`src/rtl/uart_mem_bridge.sv`:
```
// UART command bridge: 8N1 byte commands drive data/address registers and a shared
// multi-channel memory port; read-style commands return multi-byte responses.
module uart_mem_bridge #(
    parameter int CLKS_PER_BIT = 105,
    parameter int DATA_W       = 8,
    parameter int ADDR_W       = 10,
    parameter int N_CH         = 3,
    parameter int RD_LAT       = 1
) (
    input  logic                     i_clk,
    input  logic                     i_rst,
    input  logic                     i_rx,
    output logic                     o_tx,
    output logic [4:0]               o_led,
    output logic [ADDR_W-1:0]        o_mem_addr,
    output logic [DATA_W-1:0]        o_mem_wdata,
    output logic [N_CH-1:0]          o_mem_we,
    output logic [N_CH-1:0]          o_mem_re,
    input  logic [N_CH*DATA_W-1:0]   i_mem_rdata
);

    localparam int CNT_W      = $clog2(CLKS_PER_BIT);
    localparam int DATA_BYTES = DATA_W / 8;
    localparam int ADDR_BYTES = (ADDR_W + 7) / 8;
    localparam logic [CNT_W-1:0] BIT_END  = CNT_W'(CLKS_PER_BIT - 1);
    localparam logic [CNT_W-1:0] HALF_END = CNT_W'(CLKS_PER_BIT / 2 - 1);

    typedef enum logic [1:0] {RX_IDLE, RX_START, RX_DATA, RX_STOP} rx_state_t;
    typedef enum logic [1:0] {TX_IDLE, TX_START, TX_BIT, TX_STOP} tx_state_t;
    typedef enum logic [1:0] {RD_IDLE, RD_WAIT, RD_CAPTURE} rd_state_t;
    typedef enum logic [3:0] {
        OP_DATA_RD = 4'd0, OP_DATA_LD = 4'd1, OP_ADDR_RD = 4'd2, OP_ADDR_LD = 4'd3,
        OP_CH_SEL  = 4'd4, OP_WRITE   = 4'd5, OP_READ    = 4'd6, OP_READ_TX = 4'd7,
        OP_STATUS  = 4'd8
    } opcode_t;

    // ---------------- RX ----------------
    logic                r_rx_s1, r_rx_s2, r_rx_s3;
    rx_state_t           r_rx_state, w_rx_next;
    logic [CNT_W-1:0]    r_rx_cnt;
    logic [2:0]          r_rx_bit;
    logic [7:0]          r_rx_shift;
    logic                w_rx_end, w_rx_valid, w_rx_ferr;

    always_comb begin
        w_rx_next  = r_rx_state;
        w_rx_end   = 1'b0;
        w_rx_valid = 1'b0;
        w_rx_ferr  = 1'b0;
        case (r_rx_state)
            RX_IDLE: begin
                if (r_rx_s3 && !r_rx_s2) w_rx_next = RX_START;
            end
            RX_START: begin
                w_rx_end = (r_rx_cnt == HALF_END);
                if (w_rx_end) w_rx_next = r_rx_s2 ? RX_IDLE : RX_DATA;
            end
            RX_DATA: begin
                w_rx_end = (r_rx_cnt == BIT_END);
                if (w_rx_end && r_rx_bit == 3'd7) w_rx_next = RX_STOP;
            end
            RX_STOP: begin
                w_rx_end = (r_rx_cnt == BIT_END);
                if (w_rx_end) begin
                    w_rx_next  = RX_IDLE;
                    w_rx_valid = r_rx_s2;
                    w_rx_ferr  = !r_rx_s2;
                end
            end
            default: w_rx_next = RX_IDLE;
        endcase
    end

    always_ff @(posedge i_clk) begin
        if (i_rst) begin
            r_rx_s1    <= 1'b1;
            r_rx_s2    <= 1'b1;
            r_rx_s3    <= 1'b1;
            r_rx_state <= RX_IDLE;
            r_rx_cnt   <= '0;
            r_rx_bit   <= '0;
            r_rx_shift <= '0;
        end else begin
            r_rx_s1    <= i_rx;
            r_rx_s2    <= r_rx_s1;
            r_rx_s3    <= r_rx_s2;
            r_rx_state <= w_rx_next;
            r_rx_cnt   <= (r_rx_state == RX_IDLE || w_rx_end) ? '0 : r_rx_cnt + CNT_W'(1);
            if (r_rx_state == RX_IDLE) r_rx_bit <= '0;
            if (r_rx_state == RX_DATA && w_rx_end) begin
                r_rx_shift <= {r_rx_s2, r_rx_shift[7:1]};
                r_rx_bit   <= r_rx_bit + 3'd1;
            end
        end
    end

    // ---------------- Command decode ----------------
    logic [DATA_W-1:0]   r_data;
    logic [ADDR_W-1:0]   r_addr;
    logic [1:0]          r_ch;
    logic [4:0]          r_led;
    logic [N_CH-1:0]     r_we, r_re;
    logic                r_err_ovf, r_err_frame, r_err_cmd;
    logic                r_wr_inc, r_rd_inc, r_rd_tx, r_tx_pend;
    rd_state_t           r_rd_state, w_rd_next;
    logic [1:0]          r_rd_cnt;

    logic [3:0]          w_op, w_arg;
    logic                w_tx_op, w_tx_busy, w_exec, w_drop, w_bad_cmd, w_ch_ok, w_rd_start;
    logic [N_CH-1:0]     w_ch_onehot;
    logic [DATA_W-1:0]   w_rdata_sel;
    logic [7:0]          w_status;

    assign w_op     = r_rx_shift[3:0];
    assign w_arg    = r_rx_shift[7:4];
    assign w_status = {r_err_ovf, r_err_frame, r_err_cmd, 1'b0, 2'b00, r_ch};

    tx_state_t           r_tx_state;
    assign w_tx_busy = (r_tx_state != TX_IDLE) || r_rd_tx || r_tx_pend;

    always_comb begin
        w_tx_op    = (w_op == OP_DATA_RD) || (w_op == OP_ADDR_RD) ||
                     (w_op == OP_READ_TX) || (w_op == OP_STATUS);
        // TX-producing commands are dropped whole while a response is pending
        w_exec     = w_rx_valid && !(w_tx_op && w_tx_busy);
        w_drop     = w_rx_valid && w_tx_op && w_tx_busy;
        w_ch_ok    = {28'd0, w_arg} < 32'(N_CH);
        w_bad_cmd  = w_rx_valid && ((w_op > 4'd8) || (w_op == OP_CH_SEL && !w_ch_ok));
        w_rd_start = w_exec && (w_op == OP_READ || w_op == OP_READ_TX);
        w_ch_onehot = '0;
        w_rdata_sel = '0;
        for (int unsigned k = 0; k < N_CH; k++) begin
            if (r_ch == 2'(k)) begin
                w_ch_onehot[k] = 1'b1;
                w_rdata_sel    = i_mem_rdata[k*DATA_W +: DATA_W];
            end
        end
    end

    always_comb begin
        w_rd_next = r_rd_state;
        case (r_rd_state)
            RD_IDLE:    if (w_rd_start) w_rd_next = RD_WAIT;
            RD_WAIT:    if (r_rd_cnt == 2'(RD_LAT - 1)) w_rd_next = RD_CAPTURE;
            RD_CAPTURE: w_rd_next = RD_IDLE;
            default:    w_rd_next = RD_IDLE;
        endcase
    end

    always_ff @(posedge i_clk) begin
        if (i_rst) begin
            r_data      <= '0;
            r_addr      <= '0;
            r_ch        <= '0;
            r_led       <= '0;
            r_we        <= '0;
            r_re        <= '0;
            r_err_ovf   <= 1'b0;
            r_err_frame <= 1'b0;
            r_err_cmd   <= 1'b0;
            r_wr_inc    <= 1'b0;
            r_rd_inc    <= 1'b0;
            r_rd_tx     <= 1'b0;
            r_tx_pend   <= 1'b0;
            r_rd_state  <= RD_IDLE;
            r_rd_cnt    <= '0;
        end else begin
            r_we       <= '0;
            r_re       <= '0;
            r_wr_inc   <= 1'b0;
            r_tx_pend  <= 1'b0;
            r_rd_state <= w_rd_next;
            r_rd_cnt   <= (r_rd_state == RD_WAIT) ? r_rd_cnt + 2'd1 : 2'd0;
            if (w_rx_valid) r_led <= r_rx_shift[4:0];
            if (w_exec) begin
                case (w_op)
                    OP_DATA_LD: r_data <= DATA_W'({r_data, w_arg});
                    OP_ADDR_LD: r_addr <= ADDR_W'({r_addr, w_arg});
                    OP_CH_SEL:  if (w_ch_ok) r_ch <= w_arg[1:0];
                    OP_WRITE: begin
                        r_we     <= w_ch_onehot;
                        r_wr_inc <= w_arg[0];
                    end
                    OP_READ, OP_READ_TX: begin
                        r_re     <= w_ch_onehot;
                        r_rd_inc <= w_arg[0];
                        r_rd_tx  <= (w_op == OP_READ_TX);
                    end
                    OP_STATUS: begin
                        r_err_ovf   <= 1'b0;
                        r_err_frame <= 1'b0;
                        r_err_cmd   <= 1'b0;
                    end
                    default: ;
                endcase
            end
            if (r_wr_inc) r_addr <= r_addr + ADDR_W'(1);
            if (r_rd_state == RD_CAPTURE) begin
                r_data    <= w_rdata_sel;
                r_tx_pend <= r_rd_tx;
                r_rd_tx   <= 1'b0;
                if (r_rd_inc) r_addr <= r_addr + ADDR_W'(1);
            end
            if (w_rx_ferr) r_err_frame <= 1'b1;
            if (w_drop)    r_err_ovf   <= 1'b1;
            if (w_bad_cmd) r_err_cmd   <= 1'b1;
        end
    end

    // ---------------- TX ----------------
    tx_state_t           w_tx_next;
    logic [CNT_W-1:0]    r_tx_cnt;
    logic [2:0]          r_tx_bit;
    logic [7:0]          r_tx_byte;
    logic [23:0]         r_tx_buf;
    logic [1:0]          r_tx_left;
    logic                r_tx;
    logic                w_tx_end, w_tx_load;
    logic [31:0]         w_tx_payload;
    logic [1:0]          w_tx_nbytes;

    always_comb begin
        w_tx_load    = 1'b0;
        w_tx_payload = '0;
        w_tx_nbytes  = '0;
        if (r_tx_pend) begin
            w_tx_load    = 1'b1;
            w_tx_payload = 32'(r_data);
            w_tx_nbytes  = 2'(DATA_BYTES - 1);
        end else if (w_exec) begin
            case (w_op)
                OP_DATA_RD: begin
                    w_tx_load    = 1'b1;
                    w_tx_payload = 32'(r_data);
                    w_tx_nbytes  = 2'(DATA_BYTES - 1);
                end
                OP_ADDR_RD: begin
                    w_tx_load    = 1'b1;
                    w_tx_payload = 32'(r_addr);
                    w_tx_nbytes  = 2'(ADDR_BYTES - 1);
                end
                OP_STATUS: begin
                    w_tx_load    = 1'b1;
                    w_tx_payload = {24'd0, w_status};
                end
                default: ;
            endcase
        end
    end

    always_comb begin
        w_tx_end  = (r_tx_cnt == BIT_END);
        w_tx_next = r_tx_state;
        case (r_tx_state)
            TX_IDLE:  if (w_tx_load) w_tx_next = TX_START;
            TX_START: if (w_tx_end) w_tx_next = TX_BIT;
            TX_BIT:   if (w_tx_end && r_tx_bit == 3'd7) w_tx_next = TX_STOP;
            TX_STOP:  if (w_tx_end) w_tx_next = (r_tx_left != 2'd0) ? TX_START : TX_IDLE;
            default:  w_tx_next = TX_IDLE;
        endcase
    end

    always_ff @(posedge i_clk) begin
        if (i_rst) begin
            r_tx_state <= TX_IDLE;
            r_tx_cnt   <= '0;
            r_tx_bit   <= '0;
            r_tx_byte  <= '0;
            r_tx_buf   <= '0;
            r_tx_left  <= '0;
            r_tx       <= 1'b1;
        end else begin
            r_tx_state <= w_tx_next;
            r_tx_cnt   <= (r_tx_state == TX_IDLE || w_tx_end) ? '0 : r_tx_cnt + CNT_W'(1);
            case (r_tx_state)
                TX_IDLE: if (w_tx_load) begin
                    r_tx_byte <= w_tx_payload[7:0];
                    r_tx_buf  <= w_tx_payload[31:8];
                    r_tx_left <= w_tx_nbytes;
                    r_tx      <= 1'b0;
                end
                TX_START: if (w_tx_end) begin
                    r_tx     <= r_tx_byte[0];
                    r_tx_bit <= '0;
                end
                TX_BIT: if (w_tx_end) begin
                    if (r_tx_bit == 3'd7) begin
                        r_tx <= 1'b1;
                    end else begin
                        r_tx      <= r_tx_byte[1];
                        r_tx_byte <= {1'b0, r_tx_byte[7:1]};
                        r_tx_bit  <= r_tx_bit + 3'd1;
                    end
                end
                TX_STOP: if (w_tx_end && r_tx_left != 2'd0) begin
                    r_tx_left <= r_tx_left - 2'd1;
                    r_tx_byte <= r_tx_buf[7:0];
                    r_tx_buf  <= {8'd0, r_tx_buf[23:8]};
                    r_tx      <= 1'b0;
                end
                default: ;
            endcase
        end
    end

    assign o_tx        = r_tx;
    assign o_led       = r_led;
    assign o_mem_addr  = r_addr;
    assign o_mem_wdata = r_data;
    assign o_mem_we    = r_we;
    assign o_mem_re    = r_re;

endmodule
```
`config.mk`:
```
export PLATFORM = sky130hd
export DESIGN_NAME = uart_mem_bridge
export DESIGN_NICKNAME = d
export VERILOG_FILES = /design/src/rtl/uart_mem_bridge.sv
export SDC_FILE = /design/constraint.sdc
export NUM_CORES = 1
export LEC_CHECK = 0
export CAP_MARGIN = 20
export CORE_UTILIZATION = 51
export CTS_BUF_LIST = sky130_fd_sc_hd__clkbuf_8 sky130_fd_sc_hd__clkbuf_16
export CTS_CLUSTER_DIAMETER = 30
export DETAILED_ROUTE_END_ITERATION = 10
export PLACE_DENSITY_LB_ADDON = 0.05
export SLEW_MARGIN = 20
export SYNTH_ARGS = -nofsm -noshare
export SYNTH_HDL_FRONTEND = slang
export SYNTH_SLANG_ARGS = --single-unit
```
`constraint.sdc`:
```
create_clock -name i_clk -period 2.3 [get_ports i_clk]
set_clock_uncertainty 0.05 [all_clocks]
set_input_delay 0.23 -clock i_clk [delete_from_list [all_inputs] [get_ports i_clk]]
set_output_delay 0.23 -clock i_clk [all_outputs]
set_load 0.01 [all_outputs]
```
==> results list, run 1 <==
- Across the VDD grid, the largest voltage drop is approximately 0.34 mV.
* Buffer type at the clock tree root: sky130_fd_sc_hd__clkbuf_8
- Derived from the worst setup path, the maximum achievable clock frequency is ~0.45 GHz.
* Adder-cell share of the synthesized area: 0.0427
- Of the synthesized area, sequential elements account for 0.384.
- Measured against the total synthesized area, the mux share comes to 0.0769.
- Measured against its own limit, the worst slew margin works out to 0.530.
- Crit end category: flip-flop
* Number of buffer cells added on primary ports: between 50 and 60
* HP Class: input pin to flip-flop
- The synthesized netlist contains 66 unique library cells.
* Routed wire per std cell: ~16 µm
* Max FO, Critical Path: 8
* Aggregate routed wire length: roughly 12000 µm
- Setup tns final: 0 ps
- GRT Residual Overflow: 0
- The worst setup path is launched from a flip-flop.
- Via count of the first global-routing pass: just under 4k
- In the global route stage, overall resource usage came out at 0.250.
- Non-Filler Cell Area, Final: 5710 µm²
* Warning count from the yosys run: 0
- Area occupied by multi-input gates: approximately 2700 µm²
- The repair_antennas step left the layout with diodes totalling 0.
- TritonCTS built the clock tree.
- Die extent in x: between 90 and 100 µm
- Netlist area before placement: 4690 µm²
* Die ar.: 9580 µm²
* Synthesized Nets: between 500 and 600
- Count of endpoints failing hold in the final timing report: 0
- By area, the combinational part of the netlist is dominated by simple AND/OR/NAND/NOR gates.
- Setup Crit Path Kind: flip-flop to flip-flop
* Number of top-level pins: 57
- On the worst path, the slowest cell contributes a delay of roughly 540 ps.
- The final layout contains about 650 nets.
- On the critical path, the stage with the largest delay is an instance of sky130_fd_sc_hd__or4b_4.
- Overall via count from detail_route: 4177
* Number of violations of the max-capacitance limit: 0
* Gate count after technology mapping: 540
- Of the total synthesized cell area, the portion taken by AND, OR, NAND and NOR gates is 0.243.
* Clock buffer depth: 2
- The signal on the critical path passes through ha_1 -> ha_4 -> o41ai_4 -> or4b_4 -> buf_12 -> a211oi_2 -> a211oi_2.
- In this run the register-to-register setup slack is between 60 and 70 ps.
- Clock latency on the worst-skew pair, taken at its later pin, is 360 ps.
- Number of iterations in the first detailed-routing pass: 10
- CP Data Required Time: 2500 ps
- Pre-CTS setup slack: around 15 ps
* Compound-cell area share of the yosys netlist: 0.190
- After detailed routing, the number of remaining DRC violations is 10.
* Most used flip-flop cell after synthesis: sky130_fd_sc_hd__dfxtp_1
- For this design the ratio of total power to cell area is between 500 and 600 nW/µm².
- A synthesized cell averages 8.68 µm².
- The filler cells instantiated in the layout total roughly 800.
- The worst path meets setup with just under 70 ps of slack.
- Entering global routing, the biggest net connects 24 pins.
* HPWL Detailed: between 8000 and 9000 µm
- Number of max-slew violations in the final report: 0
- Setup violations remaining at the end of the flow were counted as 0.
- In this run the cell area measured after placement is approximately 5500 µm².
- Ratio of cells with drive above 1 in the final layout: 0.126
* Number of nets with antenna violations after detailed routing: 0
- Number of rows created at floorplan: 34
- Number of clock buffers inserted by TritonCTS: 9
* Pin slew with the least headroom to its limit: around 700 ps
* Result of the run: finished, violations left
- After clock tree synthesis, the clock-pin slew on the worst setup and hold paths is approximately 90 ps.
- Final cycle utilization of the critical path: 0.970
- The checks that failed: DRC.
* Final GP Congestion: approximately 0.83
* Height of the chip: 97.9 µm
* Fraction of registers with async set/reset: 0
- The clock tree synthesis step divided the H-tree into 3 levels.
* Initial antenna violation count: 0
- Area growth syn-to-layout: 21.8%
* #FFs+latches synth: 90
- In this run the standard cell core region covers roughly 8800 µm².
* Initial cell density of the core: 0.532
* Total power of the final layout: about 3400 µW
- At the worst endpoint, the arrival time is ~2400 ps.
- CTS saw 90 sinks.
- The first global-routing pass estimated slightly below 20000 µm of wire.
* Tmin final: between 2000 and 2500 ps
- Setup repair after global routing left no endpoint under its margin.
- Share of the synthesized netlist area taken by xor and xnor gates: 0.0187
- The detailed router finished its first iteration with approximately 260 violations.
- P_leak: 0.00206 µW
- CP dominant cell by count: sky130_fd_sc_hd__a211oi_2
- In this run, synthesis inferred 0 flip-flops with an integrated enable.
- Dividing the detail-routed via count by the number of cells gives 5.83.
* Sequential cell area: about 1800 µm²
## report_power, final
part           internal, µW  switching [µW]  total, µW
sequential             1620            35.0       1650
combinational           298             319        616
clock                   514             585       1100
## sequential cells by signal (all words and copies together) (netlist names), 2 cells and up, named ones only
name         cells
r_tx_left        2
r_tx_buf         2
r_rx_bit         3
o_mem_wdata      8
o_mem_re         3
r_rx_cnt         7
o_mem_addr      10
r_tx_bit         3
o_mem_we         3
r_tx_cnt         7
r_rd_state       2
r_tx_byte        8
o_led            5
r_tx_state       2
r_ch             2
r_rd_cnt         2
r_rx_shift       8
## stage by stage
| stage | std cells | hold slack [ps] | util |
|---|---|---|---|
| 2_1_floorplan | 540 | 284 | - |
| 3_3_place_gp | 700 | 353 | 0.621 |
| 3_5_place_dp | 700 | 347 | 0.621 |
| 4_1_cts | 717 | 165 | 0.644 |
| 5_1_grt | 717 | 161 | 0.648 |
| 6_report | 717 | 165 | 0.648 |
## final cells by class
type	instances	share of cell area
clock buffers	9	0.0217
clock inverters	7	0.0134
inverters	22	0.0145
multi-input cells	398	0.476
flip-flops and latches	90	0.316
well taps	108	0.0237
repair buffers	83	0.135
## cell usage in the layout, fill, tap and decap left out, drive strengths merged, types with 3 or more instances in the layout
master | synthesis | final
xor2 | 4 | 4
ha | 16 | 16
a2bb2oi | 9 | 9
a222oi | 5 | 5
nand4 | 7 | 7
inv | 22 | 25
and3 | 12 | 12
a22oi | 6 | 6
dfxtp | 90 | 90
nand4bb | 3 | 3
nor3 | 18 | 18
nand3 | 14 | 14
clkbuf | 23 | 9
a21oi | 35 | 35
xnor2 | 6 | 6
and2 | 3 | 3
clkdlybuf4s50 | 0 | 55
buf | 7 | 28
a211oi | 14 | 14
nand2 | 33 | 33
nor2b | 9 | 9
nand2b | 8 | 8
mux2i | 36 | 36
nor2 | 77 | 77
or3 | 5 | 5
a31oi | 4 | 4
nor4 | 6 | 6
a22o | 3 | 3
nor3b | 5 | 5
or2 | 4 | 4
o21ai | 24 | 24
o31ai | 5 | 5
## cell usage after synthesis, types with 5 or more instances
master | n | area share
sky130_fd_sc_hd__dfxtp_1 | 90 | 0.38
sky130_fd_sc_hd__nor2_1 | 77 | 0.062
sky130_fd_sc_hd__mux2i_1 | 36 | 0.077
sky130_fd_sc_hd__a21oi_1 | 35 | 0.037
sky130_fd_sc_hd__nand2_1 | 33 | 0.026
sky130_fd_sc_hd__clkbuf_1 | 23 | 0.018
sky130_fd_sc_hd__o21ai_0 | 22 | 0.023
sky130_fd_sc_hd__inv_1 | 21 | 0.017
sky130_fd_sc_hd__nor3_1 | 18 | 0.019
sky130_fd_sc_hd__ha_1 | 16 | 0.043
sky130_fd_sc_hd__nand3_1 | 14 | 0.015
sky130_fd_sc_hd__and3_1 | 12 | 0.016
sky130_fd_sc_hd__nor2b_1 | 9 | 0.012
sky130_fd_sc_hd__a211oi_2 | 8 | 0.021
sky130_fd_sc_hd__a2bb2oi_1 | 8 | 0.015
sky130_fd_sc_hd__nand2b_1 | 8 | 0.011
sky130_fd_sc_hd__a211oi_1 | 6 | 0.0096
sky130_fd_sc_hd__a22oi_1 | 6 | 0.0096
sky130_fd_sc_hd__nand4_1 | 6 | 0.0080
sky130_fd_sc_hd__xnor2_1 | 6 | 0.011
sky130_fd_sc_hd__a222oi_1 | 5 | 0.011
sky130_fd_sc_hd__nor3b_1 | 5 | 0.0080
sky130_fd_sc_hd__or3_1 | 5 | 0.0067
## critical path, delay by kind of cell (launching register included)
family	cells	cell delay [ps]
AOI/OAI and AO/OA	3	600
and+or+nand+nor	1	540
adders and majority gates	2	420
DFF	1	340
buffers and inverters	1	170
## cells by family after synthesis
group / after synthesis
flip-flops: 90
adder cells (fa/ha/maj): 16
XOR/XNOR: 10
multiplexers: 36
AO/OA/AOI/OAI: 121
AND/OR/NAND/NOR: 215
buffers and inverters: 52
## metal layers
metal / vias up / wire length, µm / GRT usage
met1: 1972 / 5660 / 0.352
met4: 0 / 155 / 0.0641
met3: 16 / 600 / 0.0458
met5: - / 0 / 0
met2: 114 / 5240 / 0.394
li1: 2075 / - / -
## worst paths after layout
| path | depth (start not counted) | startpoint | end |
|---|---|---|---|
| setup / recovery | 7 | r_tx_bit[0] | r_tx_byte[5] |
| hold / removal | 2 | i_rst | r_rx_bit[1] |
| setup reg to reg | 7 | r_tx_bit[0] | r_tx_byte[5] |
| hold reg to reg | 1 | r_rx_s1 | r_rx_s2 |
## timing repair
| action | 4_1_cts | 5_1_grt |
|---|---|---|
| hold buffers | 0 | 0 |
| buffers inserted | 1 | 0 |
| setup endpoints to repair | 2 | 15 |
| resized for setup | 0 | 10 |
(Power assumes the default switching activity.)
==> inputs of run 2 (changes only) <==
--- a/config.mk
+++ b/config.mk
@@ -11,6 +11,7 @@
 export CTS_CLUSTER_DIAMETER = 30
 export DETAILED_ROUTE_END_ITERATION = 10
 export PLACE_DENSITY_LB_ADDON = 0.05
+export SETUP_SLACK_MARGIN = 0.05
 export SLEW_MARGIN = 20
 export SYNTH_ARGS = -nofsm -noshare
 export SYNTH_HDL_FRONTEND = slang
==> run 2 against run 1 <==
  * The flow still finishes with violations (DRC)
  * Cell count unchanged
  * Worst hold slack is essentially flat
  * Register-to-register slack better by 50 ps
  * Global-route usage about the same
  * Non-clock buffer count unchanged
  * Clock power about the same
  * Sequential share of layout area shrank 0.15 points
  * Largest cell class unchanged
  * Largest power group unchanged
  * Highest routed layer unchanged
==> results list, run 2 (synthesized netlist as in run 1, its figures left out) <==
- Fmax: 0.457 GHz (+2.1%)
* Category of the worst setup path launch point: flip-flop
* Clock buffer depth: 2 (unchanged)
- Power density of the placed cells: 589 nW/µm² (about the same)
* Via-to-Cell Ratio: 5.82 (about the same)
* Pin count of the biggest net entering global routing: 24 (unchanged)
- The routability congestion estimate from global placement is 0.827 (unchanged).
- Routed wire per std cell: 16.3 µm (+0.27%)
- Number of iterations in the first detailed-routing pass: 8 (-2)
- The wire length on met2 was 5310 µm (+1.4%).
- The total cell area at the placement stage was 5470 µm² (unchanged).
- The global-route wire length before repair came to 19300 µm (-0.15%).
- In this run the critical register-to-register path is captured at r_tx_byte[5].
- Worst reg-to-reg setup slack: 110 ps (+50 ps)
* Die extent in x: 97.9 µm (unchanged)
* Final setup viols: 0 (unchanged)
* Initial cell density of the core: 0.532 (unchanged)
* Switching power share of the total: 0.280 (+0.00153)
* Number of violations of the max-capacitance limit: 0 (unchanged)
* Core Region: 8810 µm² (unchanged)
* Initial antenna violation count: 0 (unchanged)
- Number of nets with antenna violations after detailed routing: 0 (unchanged)
- Antenna diode count: 0 (unchanged)
* GRT Residual Overflow: 0 (unchanged)
* Max FO, Critical Path: 8 (unchanged)
* Worst-case hold path end point: r_rx_bit[1]
- Die ar.: 9580 µm² (unchanged)
- The number of stages on the worst hold path came to 2 (unchanged).
* Number of top-level pins: 57 (unchanged)
- The final HPWL from detailed placement is 8540 µm (unchanged).
- The final count of pins violating max slew is 0 (unchanged).
- The setup total negative slack was 0 ps (unchanged).
- Pin slew with the least headroom to its limit: 703 ps (-1.40 ps)
- The clock latency reported for the late side of the worst-skew pair came to 360 ps (about the same).
- The total routing usage reported by global routing came to 0.249 (-0.000460).
- The number of cells traversed by the worst register-to-register path was 7 (unchanged).
- Most common library cell in the layout ignoring fill and taps: sky130_fd_sc_hd__dfxtp_1
- In this run the top signal layer used is met4.
- The routed length on met1 was 5590 µm (-1.2%).
- The tightest min-delay check is of the input pin to flip-flop type.
* Reg power frac: 0.489 (about the same)
- Layout filler cell count: 793 (unchanged)
* Height of the chip: 97.9 µm (unchanged)
- Starting DRC count in detailed routing: 246 (-5.7%)
- The number of flip-flops in the largest register is 10 (unchanged).
- Clock slew at the register clock pins of the worst setup and hold paths: 100 ps (about the same)
- Setup repair after global routing left no endpoint under its margin.
* Wire length on met3: 651 µm (+8.5%)
- Minimum hold slack: 165 ps (-0.478 ps)
- Headroom to the max-slew limit: 0.531 (+0.000931)
- CP Data Required Time: 2500 ps (about the same)
- The minimum period implied by the final worst setup slack came to 2190 ps (-45.2 ps).
- Number of rows created at floorplan: 34 (unchanged)
- Non-Filler Cell Area, Final: 5740 µm² (+0.48%)
- The wire length reported by the detailed router came to 11700 µm (+0.27%).
* Via count of the first global-routing pass: 3888 (-0.051%)
* Result of the run: finished, violations left
- Setup Crit Path Kind: flip-flop to flip-flop
- Overall via count from detail_route: 4173 (-0.096%)
* Clock share of power: 0.326 (about the same)
- Core Util, Final: 0.651 (+0.00313)
- Clk sink count: 90 (unchanged)
- Hold path start: i_rst
- The checks that failed: DRC.
- P_leak: 0.00206 µW (about the same)
- The switching power came to 948 µW (+0.95%).
- Internal: 2430 µW (+0.19%)
- The share of cells above drive strength 1 is 0.133 (+0.00657).
* Count of unresolved DRC violations after routing: 10 (unchanged)
* H-tree depth: 3 (unchanged)
* Hold bufs inserted after CTS: 0 (unchanged)
* Number of buffer cells added on primary ports: 56 (unchanged)
- The worst setup path is captured at a flip-flop.
- Reg-to-reg critical path startpoint: r_tx_bit[0]
- The total CTS buffers came to 9 (unchanged).
- The fraction of the cycle the final worst path needs was 0.951 (-0.0196).
* Post-layout net count: 647 (unchanged)
* TritonCTS clock tree: built
- The combinational fraction of design power is 0.185 (+0.002).
* Buffer type at the clock tree root: sky130_fd_sc_hd__clkbuf_8
* IR Drop Worst-Case VDD: 0.347 mV (+2.8%)
* Area growth syn-to-layout: 22.3%
* Critical Path AT: 2390 ps (-40 ps)
- Leading cell types in the layout, fill and taps excluded: sky130_fd_sc_hd__dfxtp_1, sky130_fd_sc_hd__nor2_1, sky130_fd_sc_hd__clkdlybuf4s50_1, sky130_fd_sc_hd__mux2i_1, sky130_fd_sc_hd__a21oi_1
- Count of endpoints failing hold in the final timing report: 0 (unchanged)
run 2: layout make-up:
cell class                      count  area, µm²  share of cell area
Tap cell                          108        135              0.0236
Clock inverter                      7       76.3              0.0133
Multi-Input combinational cell    398       2740               0.478
Sequential cell                    90       1800               0.315
Timing Repair Buffer               83        771               0.134
Inverter                           22       82.6              0.0144
Clock buffer                        9        124              0.0216
run 2: layer usage:
| metal | vias to the layer above | global-route usage |
|---|---|---|
| li1 | 2067 | - |
| met1 | 1964 | 0.351 |
| met2 | 130 | 0.393 |
| met3 | 12 | 0.0458 |
| met4 | 0 | 0.0641 |
| met5 | - | 0 |
run 2: how the worst max path moves through the flow:
stage,from,end,cells after the start
3_5_place_dp,r_tx_state[1],r_tx_byte[5],8
3_3_place_gp,r_tx_bit[0],r_tx_byte[5],7
4_1_cts,r_tx_bit[0],r_tx_byte[5],7
6_report,r_tx_bit[0],r_tx_byte[5],7
2_1_floorplan,r_tx_bit[0],r_tx_byte[5],7
5_1_grt,r_tx_bit[0],r_tx_byte[4],7
run 2: critical path, stage by stage (launching register included):
cell	delay [ps]
sky130_fd_sc_hd__dfxtp_1	340
sky130_fd_sc_hd__ha_2	200
sky130_fd_sc_hd__ha_4	180
sky130_fd_sc_hd__o41ai_4	360
sky130_fd_sc_hd__or4b_4	540
sky130_fd_sc_hd__buf_12	170
sky130_fd_sc_hd__a211oi_2	180
sky130_fd_sc_hd__a211oi_2	70
run 2: repair_timing:
action                     in CTS  in global routing
setup endpoints to repair       9                 22
buffers inserted                1                  0
gates resized for setup         3                 13
run 2: power groups by stage:
| stage | registers (µW) | clock network, µW | logic (µW) |
|---|---|---|---|
| global route | 1660 | 1190 | 683 |
| detailed placement | 1680 | 0 | 589 |
| finish | 1650 | 1100 | 626 |
| CTS | 1650 | 1130 | 605 |
| floorplan | 1670 | 0 | 399 |
| global placement | 1680 | 0 | 570 |
run 2: through the flow:
step,setup slack (ps),instances,total power [µW]
after global routing,51.2,717,3530
after detailed placement,14.7,700,2270
after floorplan,123,540,2070
final,114,717,3380
after CTS,61.0,717,3380
after global placement,88.9,700,2250
==> inputs of run 3 (changes only) <==
--- a/config.mk
+++ b/config.mk
@@ -5,7 +5,6 @@
 export SDC_FILE = /design/constraint.sdc
 export NUM_CORES = 1
 export LEC_CHECK = 0
-export CAP_MARGIN = 20
 export CORE_UTILIZATION = 51
 export CTS_BUF_LIST = sky130_fd_sc_hd__clkbuf_8 sky130_fd_sc_hd__clkbuf_16
 export CTS_CLUSTER_DIAMETER = 30
==> results of run 3 <==
Final layout, timing and power as in run 2 (identical DEF).
